### config.mk
export PLATFORM = sky130hd
export DESIGN_NAME = sram_rw_port_adapter
export DESIGN_NICKNAME = d
export VERILOG_FILES = /design/src/rtl/sram_rw_port_adapter.sv
export SDC_FILE = /design/constraint.sdc
export NUM_CORES = 1
export LEC_CHECK = 0
export BUFFER_PORTS_ARGS = -buffer_cell sky130_fd_sc_hd__buf_4
export CORE_AREA = 2 2 216 218
export DETAILED_ROUTE_END_ITERATION = 8
export DIE_AREA = 0 0 218 220
export GPL_TIMING_DRIVEN = 0
export PLACE_DENSITY_LB_ADDON = 0.25
export SETUP_SLACK_MARGIN = 0.3
export SLEW_MARGIN = 20
export SYNTH_ARGS = -nofsm -noshare
export SYNTH_HDL_FRONTEND = slang
export SYNTH_SLANG_ARGS = --single-unit
### constraint.sdc
create_clock -name clock -period 4.4 [get_ports clock]
set_input_delay 0.88 -clock clock [delete_from_list [all_inputs] [get_ports clock]]
set_output_delay 0.88 -clock clock [all_outputs]
set_load 0.01 [all_outputs]
### src/rtl/sram_rw_port_adapter.sv
// Valid/ready front-end for an RW0-style single-port SRAM macro with a 2-entry read response buffer.
// Define SRAM_ZERO_INIT_EN to zero-fill the whole array after reset before any request is accepted.
module sram_rw_port_adapter #(
    parameter int ADDR_W = 10,
    parameter int DATA_W = 128,
    parameter int MASK_W = 4
) (
    input  logic              clock,
    input  logic              reset,
    input  logic              req_valid,
    output logic              req_ready,
    input  logic              req_write,
    input  logic [ADDR_W-1:0] req_addr,
    input  logic [MASK_W-1:0] req_mask,
    input  logic [DATA_W-1:0] req_wdata,
    output logic              resp_valid,
    input  logic              resp_ready,
    output logic [DATA_W-1:0] resp_rdata,
    output logic              init_done,
    output logic              sram_en,
    output logic              sram_wmode,
    output logic [ADDR_W-1:0] sram_addr,
    output logic [MASK_W-1:0] sram_wmask,
    output logic [DATA_W-1:0] sram_wdata,
    input  logic [DATA_W-1:0] sram_rdata
);

`ifdef SRAM_ZERO_INIT_EN
    typedef enum logic {ST_INIT, ST_RUN} state_t;

    state_t          state_q, state_d;
    logic [ADDR_W:0] cnt_q, cnt_d;
    logic            init_wr;
`endif

    logic              run;
    logic              accept;
    logic              push;
    logic              pop;
    logic [2:0]        occupancy;
    logic              inflight_q, inflight_d;
    logic [1:0]        count_q, count_d;
    logic              rd_ptr_q, rd_ptr_d;
    logic              wr_ptr_q, wr_ptr_d;
    logic [DATA_W-1:0] buf_q [2];
    logic [DATA_W-1:0] buf_d [2];
    logic              init_done_q, init_done_d;

`ifdef SRAM_ZERO_INIT_EN
    // The counter's top bit stops the fill from ever starting a second pass.
    always_comb begin
        state_d = state_q;
        cnt_d   = cnt_q;
        init_wr = 1'b0;
        case (state_q)
            ST_INIT: begin
                init_wr = !cnt_q[ADDR_W] && !reset;
                if (init_wr) begin
                    cnt_d = cnt_q + {{ADDR_W{1'b0}}, 1'b1};
                    if (&cnt_q[ADDR_W-1:0]) begin
                        state_d = ST_RUN;
                    end
                end
            end
            ST_RUN: ;
        endcase
    end

    assign run         = (state_q == ST_RUN);
    assign init_done_d = (state_d == ST_RUN);
`else
    assign run         = init_done_q;
    assign init_done_d = 1'b1;
`endif

    // A read needs a buffer slot that is still free when its data lands next cycle.
    assign pop        = (count_q != 2'd0) && resp_ready;
    assign push       = inflight_q;
    assign occupancy  = {1'b0, count_q} + {2'b00, inflight_q} - {2'b00, pop};
    assign req_ready  = run && (req_write || (occupancy < 3'd2));
    assign accept     = req_valid && req_ready;
    assign resp_valid = (count_q != 2'd0);
    assign resp_rdata = buf_q[rd_ptr_q];
    assign init_done  = init_done_q;

    // NOTE: every output of an always_comb gets a default first, so no path can infer a latch.
    always_comb begin
        inflight_d = accept && !req_write;
        count_d    = count_q + {1'b0, push} - {1'b0, pop};
        wr_ptr_d   = wr_ptr_q ^ push;
        rd_ptr_d   = rd_ptr_q ^ pop;
        buf_d      = buf_q;
        if (push) begin
            buf_d[wr_ptr_q] = sram_rdata;
        end
    end

    always_comb begin
        sram_en    = 1'b0;
        sram_wmode = 1'b0;
        sram_addr  = '0;
        sram_wmask = '0;
        sram_wdata = '0;
        if (accept) begin
            sram_en    = 1'b1;
            sram_wmode = req_write;
            sram_addr  = req_addr;
            sram_wmask = req_mask;
            sram_wdata = req_wdata;
        end
`ifdef SRAM_ZERO_INIT_EN
        if (init_wr) begin
            sram_en    = 1'b1;
            sram_wmode = 1'b1;
            sram_addr  = cnt_q[ADDR_W-1:0];
            sram_wmask = '1;
            sram_wdata = '0;
        end
`endif
    end

    // NOTE: state uses non-blocking assignments so every flop samples pre-edge values.
    always_ff @(posedge clock) begin
        if (reset) begin
            inflight_q  <= 1'b0;
            count_q     <= 2'd0;
            rd_ptr_q    <= 1'b0;
            wr_ptr_q    <= 1'b0;
            init_done_q <= 1'b0;
            // NOTE: the buffer is reset because its head drives resp_rdata, which must read 0 out of reset.
            buf_q[0]    <= '0;
            buf_q[1]    <= '0;
`ifdef SRAM_ZERO_INIT_EN
            state_q     <= ST_INIT;
            cnt_q       <= '0;
`endif
        end else begin
            inflight_q  <= inflight_d;
            count_q     <= count_d;
            rd_ptr_q    <= rd_ptr_d;
            wr_ptr_q    <= wr_ptr_d;
            init_done_q <= init_done_d;
            buf_q[0]    <= buf_d[0];
            buf_q[1]    <= buf_d[1];
`ifdef SRAM_ZERO_INIT_EN
            state_q     <= state_d;
            cnt_q       <= cnt_d;
`endif
        end
    end

endmodule

After elaboration in Yosys (flattened, before gate mapping)
Cells that the tools add are included.
- register bits: 262
- input bits: 275
- output and inout bits: 275
- add/subtract/negate cells: 4
- $lt $le $gt $ge: 4
- mux-type cells: 12
- bitwise logic cells: 4
- reductions and logical operators: 8
- operators by type and width (cell ; number):
    $mux 128 ; 5
    $bwmux 256 ; 1
    $demux 128 s1 ; 1
    $mux 10 ; 1
    $logic_and 1x1->1 ; 5
    $ge 2x2->1 const B ; 2
    $mux 4 ; 1
    $not 1->2 ; 2
    $add 2x1->3 ; 1
    $lt 3x2->1 const B ; 1
    $mux 1 ; 3
    $sub 3x1->3 ; 1
    $add 2x1->2 ; 1
    $lt 2x1->1 const B ; 1
    $reduce_bool 2->1 ; 1
    $sub 2x1->2 ; 1
    $xor 1x1->1 ; 2
    $logic_not 1->1 ; 1
    $logic_or 1x1->1 ; 1

Longest topological paths before layout
- depth in word-level cells: 8
- mapped depth: 10
- mapped depth without buffers: 7

Worst setup path after synthesis
Ideal clock, no wire load.
- path type: input to output
- from: input port resp_ready
- to: output port sram_addr[4]
- arrival: 2.793 ns
- required time: 3.520 ns
- setup slack: 0.727 ns
- cell stages on the path: 10
- path buffers: 3
- cells stage by stage: o21a_1 ha_1 inv_1 ha_1 fa_1 buf_2 clkbuf_1 clkbuf_1 nand4b_1 o22ai_1
- longest elaborated chain between the ends: 7
- ends and longest elaborated chain (item ; RTL line ; RTL):
    from (decl) ; 17 ; input logic resp_ready,
    $logic_and 1x1->1 ; 77 ; assign pop = (count_q != 2'd0) && resp_ready;
    $sub 3x1->3 ; 79 ; assign occupancy = {1'b0, count_q} + {2'b00, inflight_q} - {2'b00, pop};
    $lt 3x2->1 ; 80 ; assign req_ready = run && (req_write || (occupancy < 3'd2));
    $logic_or 1x1->1 ; 80 ;
    $logic_and 1x1->1 ; 80 ;
    $logic_and 1x1->1 ; 81 ; assign accept = req_valid && req_ready;
    $mux 10 ; 104 ; if (accept) begin
    to (decl) ; 22 ; output logic [ADDR_W-1:0] sram_addr,
Every way passes these cells.

Worst setup path after layout
- from: input port resp_ready
- to: output port sram_wdata[25]
- longest elaborated chain between the ends: 7
- ends and longest elaborated chain (item ; RTL line ; RTL):
    $logic_and 1x1->1 ; 77 ;
    $sub 3x1->3 ; 79 ;
    $lt 3x2->1 ; 80 ;
    $logic_or 1x1->1 ; 80 ;
    $logic_and 1x1->1 ; 80 ;
    $logic_and 1x1->1 ; 81 ;
    $mux 128 ; 104 ;
    to (decl) ; 24 ; output logic [DATA_W-1:0] sram_wdata,
Every way passes these cells.

==> qor.yml <==
synthesis:
  ys_seq_area_frac: 0.381
  synthArstFlopShare: 0
  synth.cell_area_um2: 13800
  synth.area.top_cells: "dfxtp_1 38%, mux2i_1 19%, mux2_2 11%"
  syn_area_per_cell_um2: 9.06
  ys_types: 22
  synth_top_area_frac: 0.381
  ys.flop_type: "dfxtp_1"
  synth_nets: 1802
  yosysWarnings: 0
  postSynthCellCount: 1522
  synth_top_area_cell: "dfxtp_1"
  synth_edf_count: 0
  synth_seq_cells: 262
min_path:
  min_to: "buf_q[27]"
  hold_class: "reg2reg"
  hold_depth: 2
  min-delay-start: "buf_q[27]"
critical_path:
  cp_max_fo: 10
  worst_ep_arrival_time_ns: 3.22
  cpMostUsedCell: "buf_4"
  critical_path_class: "in2out"
  cp-start-kind: "input pin"
  path_buf_inv: 5
  path_cells: "buf_4 -> o21a_4 -> ha_1 -> inv_1 -> ha_2 -> fa_1 -> xnor2_4 -> buf_4 -> clkbuf_2 -> o22ai_1 -> buf_4"
  rrSetupSlack_ns: 2.06
  critPathRequiredTime_ns: 3.52
  reg2reg_depth: 9
  r2r-start: "count_q[1]"
  cp-end-kind: "primary output"
  max_stage_delay_ns: 0.44
  cp_top_family: "adder cells"
  crit_path_top_delay_cell: "fa_1"
  r2r-end: "inflight_q"
global_route:
  antenna_found_initial: 4
  track_usage: 0.229
  grt_first_pass_wirelength_um: 84900
  overflow: 0
  grt_max_degree: 14
  grt_pass1_vias: 13800
place:
  gp_congestion: 1.07
  post_dp_cell_area_um2: 18600
  dpl.hpwl_um: 45000
  portBuffers: 547
layout:
  drive_above_1_share: 0.395
  stdcell_area_um2: 19900
  area_growth_pct: 44.7
  fin_nets: 2384
  final_common_cell: "buf_4"
  final_util: 0.435
  layout_common_cells: "555 x buf_4, 260 x dfxtp_1, 258 x nor2_1"
floorplan:
  row_count: 79
  chipHeight_um: 220
  start_util: 0.301
  core_um2: 45900
  die_w_um: 218
  io_pins: 550
  die_area_um2: 48000
sta:
  finalHoldViolCount: 0
  finalSetupViolations: 0
  report.final.slew_viol_count: 0
  fmax_mhz: 244
  maxSlewHeadroom: 0.424
  rsz0062_at_grt: "true"
  fin_setup_tns_ns: 0
  worst_slew_pin_slew_ns: 0.864
  min_period_ns: 4.10
  min_period_over_period: 0.931
  fin_skew_ns: 0.0106
route:
  wirelength_um: 58700
  via_count: 14000
  firstDrtPassIters: 5
  vias_per_cell: 5.13
  wl_per_cell_um: 21.5
  ant_nets: 0
  drt_iter0_markers: 838
  drcViolationCount: 0
power:
  p_sw_uw: 3430
  p_leak_uw: 0.00823
  p_int_uw: 6020
  swShare: 0.363
  pwr-share-clk: 0.271
  p_comb_frac: 0.461
  seq_power_share: 0.268
  p_per_area_nw_per_um2: 474
  irDropWorstVdd_mv: 0.292
clocking:
  cts_root_buf: "clkbuf_16"
  clkSinkCount: 262
  cts_tree: "done"
  cts.clk_slew.worst_paths_ns: 0.06
  cts_buffer_depth: 3
  holdBufCountCts: 0
  insertion_delay_ns: 0.55
  cts.htree.levels: 1
  cts_buffers: 28
run:
  maxCapViolations: 0
status:
  status: "finished clean"
[worst max-delay path by stage]
stage | start | to | cells past startpoint
6_report | resp_ready | sram_wdata[25] | 11
5_1_grt | count_q[1] | sram_wdata[20] | 10
4_1_cts | count_q[0] | sram_wdata[120] | 11
3_5_place_dp | resp_ready | sram_wdata[120] | 12
3_3_place_gp | resp_ready | sram_wdata[120] | 11
2_1_floorplan | resp_ready | sram_addr[4] | 10
[metal layers]
metal,up-vias,GRT usage,wire (µm)
met5,-,0,35
met4,6,0.101,2730
met3,110,0.0726,5240
met2,541,0.401,28700
met1,6750,0.253,21900
li1,6603,-,-
[tightest hold or removal path: cells and delay by family (launching register included)]
kind / cells / cell delay, ns
flip-flops: 1 / 0.32
multiplexers: 1 / 0.06
AND/OR/NAND/NOR: 1 / 0.07
[area by class of cell]
class                   count  area [µm²]
well taps                 607         759
multi-input cells        1088        7970
plain buffers             165         774
clock inverters            11         163
diodes                      1        2.50
inverters                   7        26.3
repair buffers            552        4150
clock buffers              40         847
flip-flops and latches    262        5250
fillers                  4629       25900
[cells by family (layout without fill, tap and decap cells)]
group,Yosys count,count (layout),share of synthesized area
buffers and inverters,172,775,0.0529
AND/OR/NAND/NOR,552,552,0.203
other,0,1,0
multiplexers,385,385,0.291
flip-flops,262,262,0.381
XOR/XNOR,1,1,0.00118
adder cells (fa/ha/maj),5,5,0.00508
AO/OA/AOI/OAI,145,145,0.0659
[per-stage QoR]
| step | hold slack (ns) | power [µW] | instances | setup WS (ns) |
|---|---|---|---|---|
| after floorplan | 0.454 | 4860 | 1522 | 0.727 |
| after global placement | 0.466 | 6580 | 2676 | -0.124 |
| after detailed placement | 0.477 | 6620 | 2676 | -0.164 |
| after CTS | 0.494 | 9420 | 2732 | 0.300 |
| after global routing | 0.508 | 9880 | 2733 | 0.231 |
| final | 0.487 | 9450 | 2733 | 0.302 |
[Yosys cell counts (2+ instances only)]
cell / instances
ha_1: 4
buf_2: 61
nor2_1: 258
buf_1: 13
mux2_2: 129
nor2b_1: 3
nand4b_1: 142
dfxtp_1: 262
nand2b_1: 2
nand2_1: 145
clkbuf_1: 89
o22ai_1: 142
buf_4: 2
inv_1: 7
mux2i_1: 256
[what timing repair did]
action / 4_1_cts / 5_1_grt
resized for setup: 36 / 43
setup buffers: 4 / 0
gates cloned: 1 / 0
pin swaps: 4 / 3
endpoints found under the setup margin: 144 / 115
[power groups by stage]
| stage | registers (µW) | logic, µW | clock network, µW |
|---|---|---|---|
| 2_1_floorplan | 2570 | 2300 | 0 |
| 3_3_place_gp | 2580 | 4000 | 0 |
| 3_5_place_dp | 2580 | 4030 | 0 |
| 4_1_cts | 2530 | 4260 | 2620 |
| 5_1_grt | 2540 | 4620 | 2720 |
| 6_report | 2530 | 4360 | 2560 |
[state kept, by name, summed over array words and instances (netlist names)]
| register | flops |
|---|---|
| buf_q | 256 |
| count_q | 2 |
| inflight_q | 1 |
| init_done | 1 |
| rd_ptr_q | 1 |
| wr_ptr_q | 1 |
Power figures use the tool's default switching activity.
